**src/rtl/seq_alu_pkg.sv**
```systemverilog
// Shared ALU control codes and FSM state encoding for seq_alu.
package seq_alu_pkg;

  localparam logic [2:0] AluAnd = 3'b000;
  localparam logic [2:0] AluOr  = 3'b001;
  localparam logic [2:0] AluAdd = 3'b010;
  localparam logic [2:0] AluMul = 3'b011;
  localparam logic [2:0] AluSub = 3'b110;

  typedef enum logic [0:0] {
    StIdle,
    StMul
  } state_e;

endpackage

```
**src/rtl/seq_alu_if.sv**
```systemverilog
// Issue/result bundle for seq_alu; signal names are from the unit's point of view.
interface seq_alu_if #(
  parameter int unsigned WIDTH = 32
);
  logic             valid_i;
  logic             ready_o;
  logic [2:0]       ALUCtrl_i;
  logic [WIDTH-1:0] data1_i;
  logic [WIDTH-1:0] data2_i;
  logic             valid_o;
  logic [WIDTH-1:0] data_o;
  logic             zero_o;
  logic             illegal_o;

  modport master (
    output valid_i, ALUCtrl_i, data1_i, data2_i,
    input  ready_o, valid_o, data_o, zero_o, illegal_o
  );

  modport slave (
    input  valid_i, ALUCtrl_i, data1_i, data2_i,
    output ready_o, valid_o, data_o, zero_o, illegal_o
  );
endinterface

```
**src/rtl/seq_alu_mul.sv**
```systemverilog
// Iterative shift-add multiplier: one partial product per step, low WIDTH bits of the product.
module seq_alu_mul #(
  parameter int unsigned WIDTH = 32
) (
  input  logic             clk_i,
  input  logic             rst_i,
  input  logic             start_i,
  input  logic             step_i,
  input  logic [WIDTH-1:0] a_i,
  input  logic [WIDTH-1:0] b_i,
  output logic             done_o,
  output logic [WIDTH-1:0] product_o
);

  localparam int unsigned CntW = (WIDTH > 1) ? $clog2(WIDTH) : 1;
  localparam logic [CntW-1:0] LastCnt = CntW'(WIDTH - 1);

  logic [WIDTH-1:0] r_mcand;
  logic [WIDTH-1:0] r_mplier;
  logic [WIDTH-1:0] r_acc;
  logic [CntW-1:0]  r_count;
  logic [WIDTH-1:0] w_acc_next;

  always_comb begin
    w_acc_next = r_mplier[0] ? (r_acc + r_mcand) : r_acc;
  end

  always_ff @(posedge clk_i) begin
    if (rst_i) begin
      r_mcand  <= '0;
      r_mplier <= '0;
      r_acc    <= '0;
      r_count  <= '0;
    end else if (start_i) begin
      r_mcand  <= a_i;
      r_mplier <= b_i;
      r_acc    <= '0;
      r_count  <= '0;
    end else if (step_i) begin
      r_acc    <= w_acc_next;
      r_mcand  <= r_mcand << 1;
      r_mplier <= r_mplier >> 1;
      r_count  <= r_count + CntW'(1);
    end
  end

  // Product is taken from the final step's sum so it lands on the same edge as the last iteration.
  assign done_o    = step_i && (r_count == LastCnt);
  assign product_o = w_acc_next;

endmodule

```
**src/rtl/seq_alu.sv**
```systemverilog
// Registered handshaked ALU: single-cycle ADD/SUB/AND/OR, iterative MUL when
// SEQ_ALU_MUL_EN is defined (otherwise code 011 is treated as illegal).
module seq_alu
  import seq_alu_pkg::*;
#(
  parameter int unsigned WIDTH = 32
) (
  input logic     clk_i,
  input logic     rst_i,
  seq_alu_if.slave bus
);

  logic             w_accept;
  logic             w_is_mul;
  logic             w_illegal;
  logic [WIDTH-1:0] w_result;
  logic             w_mul_done;
  logic [WIDTH-1:0] w_product;

  logic             r_valid, w_valid_d;
  logic [WIDTH-1:0] r_data,  w_data_d;
  logic             r_zero,  w_zero_d;
  logic             r_illegal, w_illegal_d;

  always_comb begin
    w_illegal = 1'b0;
    w_result  = '0;
    case (bus.ALUCtrl_i)
      AluAdd:  w_result = bus.data1_i + bus.data2_i;
      AluSub:  w_result = bus.data1_i - bus.data2_i;
      AluAnd:  w_result = bus.data1_i & bus.data2_i;
      AluOr:   w_result = bus.data1_i | bus.data2_i;
`ifdef SEQ_ALU_MUL_EN
      AluMul:  w_result = '0;
`endif
      default: w_illegal = 1'b1;
    endcase
  end

`ifdef SEQ_ALU_MUL_EN
  state_e r_state, w_state_d;
  logic   w_mul_start;

  assign w_is_mul = (bus.ALUCtrl_i == AluMul);

  always_comb begin
    w_state_d   = r_state;
    w_mul_start = 1'b0;
    case (r_state)
      StIdle: begin
        if (w_accept && w_is_mul) begin
          w_mul_start = 1'b1;
          w_state_d   = StMul;
        end
      end
      StMul: begin
        if (w_mul_done) w_state_d = StIdle;
      end
      default: w_state_d = StIdle;
    endcase
  end

  always_ff @(posedge clk_i) begin
    if (rst_i) r_state <= StIdle;
    else       r_state <= w_state_d;
  end

  assign bus.ready_o = (r_state == StIdle) && !rst_i;

  seq_alu_mul #(
    .WIDTH (WIDTH)
  ) u_mul (
    .clk_i     (clk_i),
    .rst_i     (rst_i),
    .start_i   (w_mul_start),
    .step_i    (r_state == StMul),
    .a_i       (bus.data1_i),
    .b_i       (bus.data2_i),
    .done_o    (w_mul_done),
    .product_o (w_product)
  );
`else
  assign w_is_mul    = 1'b0;
  assign w_mul_done  = 1'b0;
  assign w_product   = '0;
  assign bus.ready_o = !rst_i;
`endif

  assign w_accept = bus.valid_i && bus.ready_o;

  always_comb begin
    w_valid_d   = 1'b0;
    w_data_d    = r_data;
    w_zero_d    = r_zero;
    w_illegal_d = r_illegal;
    if (w_accept && !w_is_mul) begin
      w_valid_d   = 1'b1;
      w_data_d    = w_result;
      w_zero_d    = (w_result == '0);
      w_illegal_d = w_illegal;
    end else if (w_mul_done) begin
      w_valid_d   = 1'b1;
      w_data_d    = w_product;
      w_zero_d    = (w_product == '0);
      w_illegal_d = 1'b0;
    end
  end

  always_ff @(posedge clk_i) begin
    if (rst_i) begin
      r_valid   <= 1'b0;
      r_data    <= '0;
      r_zero    <= 1'b0;
      r_illegal <= 1'b0;
    end else begin
      r_valid   <= w_valid_d;
      r_data    <= w_data_d;
      r_zero    <= w_zero_d;
      r_illegal <= w_illegal_d;
    end
  end

  assign bus.valid_o   = r_valid;
  assign bus.data_o    = r_data;
  assign bus.zero_o    = r_zero;
  assign bus.illegal_o = r_illegal;

endmodule

```
**src/flat_wrapper.sv**
```systemverilog
// flat-port wrapper written by rule: the top's interface ports become plain ports
module seq_alu_flat import seq_alu_pkg::*;
#(
  parameter int unsigned WIDTH = 32
)
  (clk_i, rst_i, bus_valid_i, bus_ALUCtrl_i, bus_data1_i, bus_data2_i, bus_ready_o, bus_valid_o, bus_data_o, bus_zero_o, bus_illegal_o);
  seq_alu_if #(.WIDTH(WIDTH)) bus_i ();
  input logic clk_i;
  input logic rst_i;
  input wire logic [$bits(bus_i.valid_i)-1:0] bus_valid_i;
  input wire logic [$bits(bus_i.ALUCtrl_i)-1:0] bus_ALUCtrl_i;
  input wire logic [$bits(bus_i.data1_i)-1:0] bus_data1_i;
  input wire logic [$bits(bus_i.data2_i)-1:0] bus_data2_i;
  output wire logic [$bits(bus_i.ready_o)-1:0] bus_ready_o;
  output wire logic [$bits(bus_i.valid_o)-1:0] bus_valid_o;
  output wire logic [$bits(bus_i.data_o)-1:0] bus_data_o;
  output wire logic [$bits(bus_i.zero_o)-1:0] bus_zero_o;
  output wire logic [$bits(bus_i.illegal_o)-1:0] bus_illegal_o;
  assign bus_i.valid_i = bus_valid_i;
  assign bus_i.ALUCtrl_i = bus_ALUCtrl_i;
  assign bus_i.data1_i = bus_data1_i;
  assign bus_i.data2_i = bus_data2_i;
  assign bus_ready_o = bus_i.ready_o;
  assign bus_valid_o = bus_i.valid_o;
  assign bus_data_o = bus_i.data_o;
  assign bus_zero_o = bus_i.zero_o;
  assign bus_illegal_o = bus_i.illegal_o;
  seq_alu #(.WIDTH(WIDTH)) u_core (.clk_i(clk_i), .rst_i(rst_i), .bus(bus_i));
endmodule
```
**config.mk**
```make
export PLATFORM = sky130hd
export DESIGN_NAME = seq_alu_flat
export DESIGN_NICKNAME = d
export VERILOG_FILES = /design/src/rtl/seq_alu_pkg.sv /design/src/rtl/seq_alu_if.sv /design/src/rtl/seq_alu_mul.sv /design/src/rtl/seq_alu.sv /design/src/flat_wrapper.sv
export SDC_FILE = /design/constraint.sdc
export NUM_CORES = 1
export LEC_CHECK = 0
export CAP_MARGIN = 0
export CORE_MARGIN = 2
export CORE_UTILIZATION = 70
export DETAILED_ROUTE_END_ITERATION = 10
export DONT_BUFFER_PORTS = 1
export GPL_ROUTABILITY_DRIVEN = 0
export GPL_TIMING_DRIVEN = 0
export PLACE_DENSITY = 0.86
export REMOVE_ABC_BUFFERS = 1
export SYNTH_ARGS = -nofsm -noshare
export SYNTH_HDL_FRONTEND = slang
export SYNTH_SLANG_ARGS = --single-unit
```
**constraint.sdc**
```tcl
create_clock -name clk_i -period 16.3 [get_ports clk_i]
set_input_delay 3.26 -clock clk_i [delete_from_list [all_inputs] [get_ports clk_i]]
set_output_delay 3.26 -clock clk_i [all_outputs]
set_load 0.005 [all_outputs]
```
## After elaboration in Yosys (flattened, before gate mapping)

Index checks and enable logic that the tools add are counted.

| storage, ports and cells | value |
|---|---|
| flip-flop bits (word level) | 35 |
| bits of input ports | 70 |
| output and inout bits | 36 |
| word-level logic and storage cells | 19 |

| cells by class | value |
|---|---|
| add/sub/neg operators | 2 |
| eq/ne operators | 3 |
| muxes and demuxes | 3 |
| bitwise operators | 2 |
| reductions and logical operators | 5 |

Operators with widths:

| operator | number |
|---|---|
| $pmux W32 S4 | 1 |
| $add A32 B32 Y32 | 1 |
| $and A32 B32 Y32 | 1 |
| $logic_not A32 Y1 | 1 |
| $or A32 B32 Y32 | 1 |
| $sub A32 B32 Y32 | 1 |
| $reduce_or A4 Y1 | 1 |
| $eq A3 B1 Y1 const B | 1 |
| $eq A3 B2 Y1 const B | 1 |
| $eq A3 B3 Y1 const B | 1 |
| $logic_not A3 Y1 | 1 |
| $mux W1 | 2 |
| $logic_and A1 B1 Y1 | 1 |
| $logic_not A1 Y1 | 1 |

## Longest topological paths before layout

| logic depth | value |
|---|---|
| word-level depth | 3 |
| gate-level depth with buffers | 21 |
| gate-level depth less buffers | 19 |

## Least setup slack after synthesis

OpenSTA, ideal clock, no wires.

| path | value |
|---|---|
| path kind | in2reg |
| start | in bus_ALUCtrl_i[0] |
| end | reg u_core.r_zero (netlist: u_core.bus.zero_o) |
| arrival | 7.583 ns |
| data required time | 16.204 ns |
| setup slack | 8.621 ns |
| cell stages on the path | 20 |
| path buffers | 5 |
| cells stage by stage | clkbuf_1 > nor2b_1 > clkbuf_1 > clkbuf_1 > buf_1 > and2_1 > clkbuf_1 > nor2_1 > xnor2_1 > ha_1 > nand2b_1 > a211o_1 > a211oi_1 > o21ai_0 > a32o_1 > a2111oi_0 > nand4_1 > nor4_1 > nand4_1 > o41ai_2 |

| on the way | value |
|---|---|
| longest elaborated chain between the ends | 3 |
| elaborated cells between the ends (all ways) | 6 |
| those cells by class | eq/ne: 3; mux: 1; reduce/logical: 2 |

Ends and longest elaborated chain:

| what | RTL line | RTL |
|---|---|---|
| start, declared | flat_wrapper.sv:11 | `input wire logic [$bits(bus_i.ALUCtrl_i)-1:0] bus_ALUCtrl_i;` |
| $eq A3 B1 Y1, or another cell as far along | seq_alu.sv:28 | `case (bus.ALUCtrl_i)` |
| $pmux W32 S4 * | seq_alu.sv:28 |  |
| $logic_not A32 Y1 * | seq_alu.sv:99 | `w_zero_d = (w_result == '0);` |
| end signal, assigned | seq_alu.sv:118 | `r_zero <= w_zero_d;` |
| end, declared | seq_alu.sv:22 | `logic r_zero, w_zero_d;` |

Mark *: on every way between the ends. The rest lies on a longest branch, timed or not.
A chain may end at the register's enable or synchronous reset.

## Worst setup path in the final report

| path | value |
|---|---|
| start | in bus_ALUCtrl_i[1] |
| end | reg u_core.r_zero (netlist: u_core.bus.zero_o) |

The elaborated chain is that of the path after synthesis.

==> run metrics <==
syn_area_per_cell 7.29 µm²; number of enable flip-flop cells after synthesis 0; unrepaired setup endpoints after global routing no; Pre-Repair DR Iteration Count 6; detailed-route DRC error count 0; TritonCTS Buffers 5; area overhead of the layout relative to synthesis 2.26%; critical path launch point type input pin; global-route met3 utilization 0.0861; worst setup slack after placement 7.88 ns; Tightest Pin Transition 0.964 ns; crit path DAT 8.50 ns; die outline area 0.00698 mm²; Initial Utilization 0.735; sequential share of power 0.297; clock buffer depth 2; startpoint-to-endpoint class of the critical path in2reg; die height 83.6 µm; port buffer count 0; maximum fanout count along the critical path 21; antenna violations before repair 0; WL per Instance 20.6 µm; number of unique standard cell types used by synthesis 66; result of the run completed; share of async-settable or async-resettable flops after synthesis 0; Seq/Total Area, Yosys 0.158; count of standard-cell rows 28; cell area after synthesis 0.00443 mm²; number of storage elements in the synthesis netlist 35; placeable core area 0.00603 mm²; Total Routed Length 13.5 mm; path depth of the worst reg2reg path 2; met2 track demand over resource in global routing 0.588; Peak Freq 121 MHz; commonest non-fill, non-tap cells in the layout nor2_1 (64), nand2_1 (63), a21oi_1 (47), dfxtp_1 (35), ha_1 (34); relative slew slack 0.358; switching part of the total power 0.391; DRT antenna net count 0; post-DR vias/cell 7.27; number of vias in the routed layout 4777; worst path required time 16.52 ns; level count of the clock H-tree 2; cell at the root of the clock tree clkbuf_8; share of the core filled with cells in the final layout 0.752; commonest non-fill, non-tap cell in the layout nor2_1; first-pass GRT wire length 21.8 mm; Lkg Pwr 1.72 nW; internal power component 0.000198 W; DRC marker count from the first detailed-route iteration 493; NumNets Final 686; clock input transition at the sequential cells of the worst setup and hold paths 0.08 ns; max-capacitance violation count 0; final hold violations 0; count of hold buffers inserted by post-cts repair 0; residual overflow from global routing 0; most used flip-flop cell after synthesis dfxtp_1; total count of max-transition violations in the final report 0; clock sink total 35; CTS tree built; post-route clock period utilization 0.508; switching power of the nets 0.000127 W; fill count 482; antenna fix cells 0; number of buffers added for setup after CTS 0; worst clock skew 0 ns; PostCTS Resize Cnt 0; Top Usage Layer GRT met2; layout cell share with drive strength beyond 1 0.0447; Pwr Density 71.8 mW/mm²; Worst IR Drop VDD 0.0898 mV; fraction of met1 tracks used by global routing 0.504; vias in the first global route 4463; final-layout setup total negative slack 0 ns; endpoints failing setup 0; largest net degree at the start of global routing 55; cell count after synthesis 608; count of boundary I/O pins 106; Detailed Place HPWL 10.4 mm; total power consumption of the routed design 0.000326 W; combinational group share of total power 0.454; clock period minus final worst setup slack 8.29 ns; class of the worst hold path reg2reg; Worst Hold Depth 2; endpoint type of the worst setup path flop; die boundary width 83.6 µm; setup slack after layout 8.01 ns; All-Layer GR Usage 0.375; fraction of power consumed by the clock network 0.249; Yosys warning count 0; clk_lat worst skew 0.30 ns
## cell type report
class | count | area (µm²) | share of cell area
tap | 75 | 93.8 | 0.0207
multi-input combinational | 522 | 3540 | 0.781
timing repair buffer | 2 | 26.3 | 0.00580
clock inverter | 3 | 46.3 | 0.0102
inverter | 15 | 56.3 | 0.0124
clock buffer | 5 | 68.8 | 0.0152
sequential | 35 | 701 | 0.155
## cells in the mapped netlist, drive strengths merged, types with 2 or more instances
master	count	share of area
inv	15	0.013
a32o	3	0.0068
nand2b	9	0.013
dfxtp	35	0.16
o311ai	3	0.0059
o21bai	2	0.0034
o2111ai	3	0.0059
o41ai	5	0.012
or3	8	0.011
nand2	63	0.053
o21a	8	0.014
a221oi	4	0.0079
a21o	10	0.017
nand4	13	0.018
o31a	2	0.0040
mux2i	4	0.0090
a211o	3	0.0059
clkbuf	30	0.025
nand3	11	0.012
a31oi	5	0.0071
maj3	29	0.066
a22oi	5	0.0085
a31o	3	0.0059
a2111oi	2	0.0040
a21oi	47	0.053
nand3b	3	0.0059
ha	34	0.096
buf	6	0.0062
o211ai	6	0.010
nor3	13	0.015
a211oi	26	0.044
o21ai	32	0.037
nor2	65	0.055
o31ai	12	0.020
xor2	25	0.049
nor4	9	0.013
and4	2	0.0040
and2	4	0.0056
a311oi	4	0.0079
or4	4	0.010
or2	3	0.0042
nor2b	2	0.0028
xnor2	21	0.042
## per-stage QoR
stage	hold slack, ns	std cells	cell area [µm²]
2_1_floorplan	0.442	572	4290
3_3_place_gp	0.451	647	4380
3_5_place_dp	0.464	649	4420
4_1_cts	0.476	657	4530
5_1_grt	0.492	657	4530
6_report	0.481	657	4530
## flip-flops by register name, summed over array words and instances, names as in the netlist
| name | count |
|---|---|
| u_core.bus.data_o | 32 |
| u_core.bus.illegal_o | 1 |
| u_core.bus.valid_o | 1 |
| u_core.bus.zero_o | 1 |
## power groups by stage
stage	clock [W]	combinational, W	sequential (W)
3_3_place_gp	0	0.000137	0.0000985
2_1_floorplan	0	0.000114	0.0000971
5_1_grt	0.0000840	0.000162	0.0000974
4_1_cts	0.0000809	0.000143	0.0000967
6_report	0.0000811	0.000148	0.0000967
3_5_place_dp	0	0.000142	0.0000988
## layer usage
layer	share of wire	wire, µm	vias up
li1	-	-	2226
met1	0.41	5590	2204
met2	0.45	6090	307
met3	0.11	1500	40
met4	0.028	373	0
met5	0	0	-
## critical path, stage by stage
cell	delay [ns]
nor2b_2	0.63
buf_6	0.26
nand2_1	0.51
a21o_1	0.39
fa_1	0.41
nand2b_1	0.19
a211o_1	0.32
a211oi_1	0.66
o21ai_0	0.21
a32o_1	0.34
a2111oi_0	0.37
nand4_1	0.18
nor4_1	0.39
nand4_1	0.17
o41ai_2	0.20
## kinds of logic (layout without fill, tap and decap cells)
family                     count (synthesis)  count (layout)  share of synthesized area
xor gates and xnor gates                  46              46                     0.0909
muxes                                      4               4                    0.00904
DFF                                       35              35                      0.158
and+or+nand+nor                          213             213                      0.231
buffers and inverters                     51              25                     0.0443
adders and majority gates                 64              64                      0.166
AOI/OAI and AO/OA                        195             195                      0.301
## path summary, 6_finish.rpt
kind	startpoint	to	slack, ns
setup reg to reg	u_core.bus.data_o[30]	u_core.bus.data_o[30]	15.42
hold reg to reg	u_core.bus.illegal_o	u_core.bus.illegal_o	0.48
setup / recovery	bus_ALUCtrl_i[1]	u_core.bus.zero_o	8.01
hold / removal	u_core.bus.illegal_o	u_core.bus.illegal_o	0.48
Power figures use the tool's default switching activity.
==> RTL change, RTL diff (config.mk and constraints unchanged) <==
Take the reset off `r_data` and load it in a clocked block of its own.
--- a/src/rtl/seq_alu.sv
+++ b/src/rtl/seq_alu.sv
@@ -111,3 +111,2 @@
       r_valid   <= 1'b0;
-      r_data    <= '0;
       r_zero    <= 1'b0;
@@ -116,3 +115,2 @@
       r_valid   <= w_valid_d;
-      r_data    <= w_data_d;
       r_zero    <= w_zero_d;
@@ -120,2 +118,6 @@
     end
+  end
+
+  always_ff @(posedge clk_i) begin
+    r_data <= w_data_d;
   end
Formal check against the unedited RTL: differs if rst_i is asserted again (counterexample within 4 cycles, from zero or initial values and one cycle with rst_i high); with rst_i held inactive, the same outputs for 10 cycles.
==> RTL change against the unedited design <==
Clock power fell by 16%; worst setup slack improved by 200 ps; synthesized area fell by 0.99%; wire length fell by 6.5%; power fell by 1.6%; largest cell class unchanged; design area fell by 1.0%; die area fell by 0.94%; sequential cell count did not move; combinational power fell by 5%; fmax rose by 2.5%; sequential power rose by 16%; hold slack got worse by 7.4 ps; clock skew did not move.
==> RTL change: results (changes against the unedited design) <==
- 1st-iter DRT viols: 468, was 493
- part of the total power dissipated in the clock network: 21.2%, was 24.9%
- number of nets in the finished design: 628, was 686
- Largest delay share family, worst path: simple AND/OR/NAND/NOR gates, was compound AO/OA/AOI/OAI gates
- pin count of the biggest net entering global routing: 40, was 55
- clk cell area share: 2.04%, was 2.54%
- normalized max-slew margin: 15.6%, was 35.8%
- number of buffers outside the clock class in the layout: 0, was 2
- Distinct cells, synth: 67, was 66
- signal buffers share of area: 0%, was 0.580%
- detailed placement HPWL: 9.63 mm, was 10.4 mm
- inverter count: 13, was 15
- critical path startpoint: bus_ALUCtrl_i[0], was bus_ALUCtrl_i[1]
- WP data arrival: 8320 ps, was 8500 ps
- maximum single-stage delay on the critical path: 790 ps, was 660 ps
- detailed-route wire length per cell: 21.2 µm, was 20.6 µm
- fraction of standard cell area that is sequential: 22.8%, was 15.5%
- CP Max Fanout: 39, was 21
- number of global-route vias before repair: 4150, was 4463
- switching power total: 0.121 mW, was 0.127 mW
- Static Leak: 1.65 nW, was 1.72 nW
- endpoint with the worst hold slack: u_core.bus.zero_o, was u_core.bus.illegal_o
- status: complete, no violations, unchanged
- leading post-synthesis cells by instance count: 63 x sky130_fd_sc_hd__nand2_1, 47 x sky130_fd_sc_hd__a21oi_1, 41 x sky130_fd_sc_hd__o21ai_0, was 65 x sky130_fd_sc_hd__nor2_1, 63 x sky130_fd_sc_hd__nand2_1, 47 x sky130_fd_sc_hd__a21oi_1
- number of enable-type register cells in the synthesized netlist: 32, was 0
- largest cells by area after synthesis: sky130_fd_sc_hd__edfxtp_1 22%, sky130_fd_sc_hd__ha_1 9.7%, sky130_fd_sc_hd__maj3_1 6.6%, sky130_fd_sc_hd__nand2_1 5.4%, sky130_fd_sc_hd__a21oi_1 5.4%, was sky130_fd_sc_hd__dfxtp_1 16%, sky130_fd_sc_hd__ha_1 9.6%, sky130_fd_sc_hd__maj3_1 6.6%, sky130_fd_sc_hd__nor2_1 5.5%, sky130_fd_sc_hd__nand2_1 5.3%
- end of the worst register-to-register path: u_core.bus.illegal_o, was u_core.bus.data_o[30]
- Seq. pwr: 0.112 mW, was 0.0967 mW
-- RTL change: stage by stage --
stage | std cells | hold WS [ps] | util (%) | power, mW | setup WS [ps]
detailed placement | 591 | 468 | 73.3 | 0.249 | 7430
finish | 599 | 473 | 74.8 | 0.320 | 8210
global placement | 591 | 467 | 73.1 | 0.243 | 7600
global route | 599 | 501 | 74.8 | 0.336 | 7960
floorplan | 516 | 453 | - | 0.220 | 8810
CTS | 599 | 477 | 74.8 | 0.314 | 7740
-- RTL change: cell families after synthesis --
| logic type | synth area share, % |
|---|---|
| compound gates | 26.5 |
| xor+xnor | 8.78 |
| fa+ha+maj | 16.8 |
| buf+inv | 3.37 |
| flops | 23.3 |
| mux | 0.685 |
| simple gates | 20.7 |
-- RTL change: per-layer routing --
| metal | share of wire, % | track usage, % |
|---|---|---|
| met5 | 0 | 0 |
| met3 | 13 | 9.15 |
| met4 | 3.0 | 11.3 |
| met2 | 46 | 59.5 |
| met1 | 39 | 44.7 |
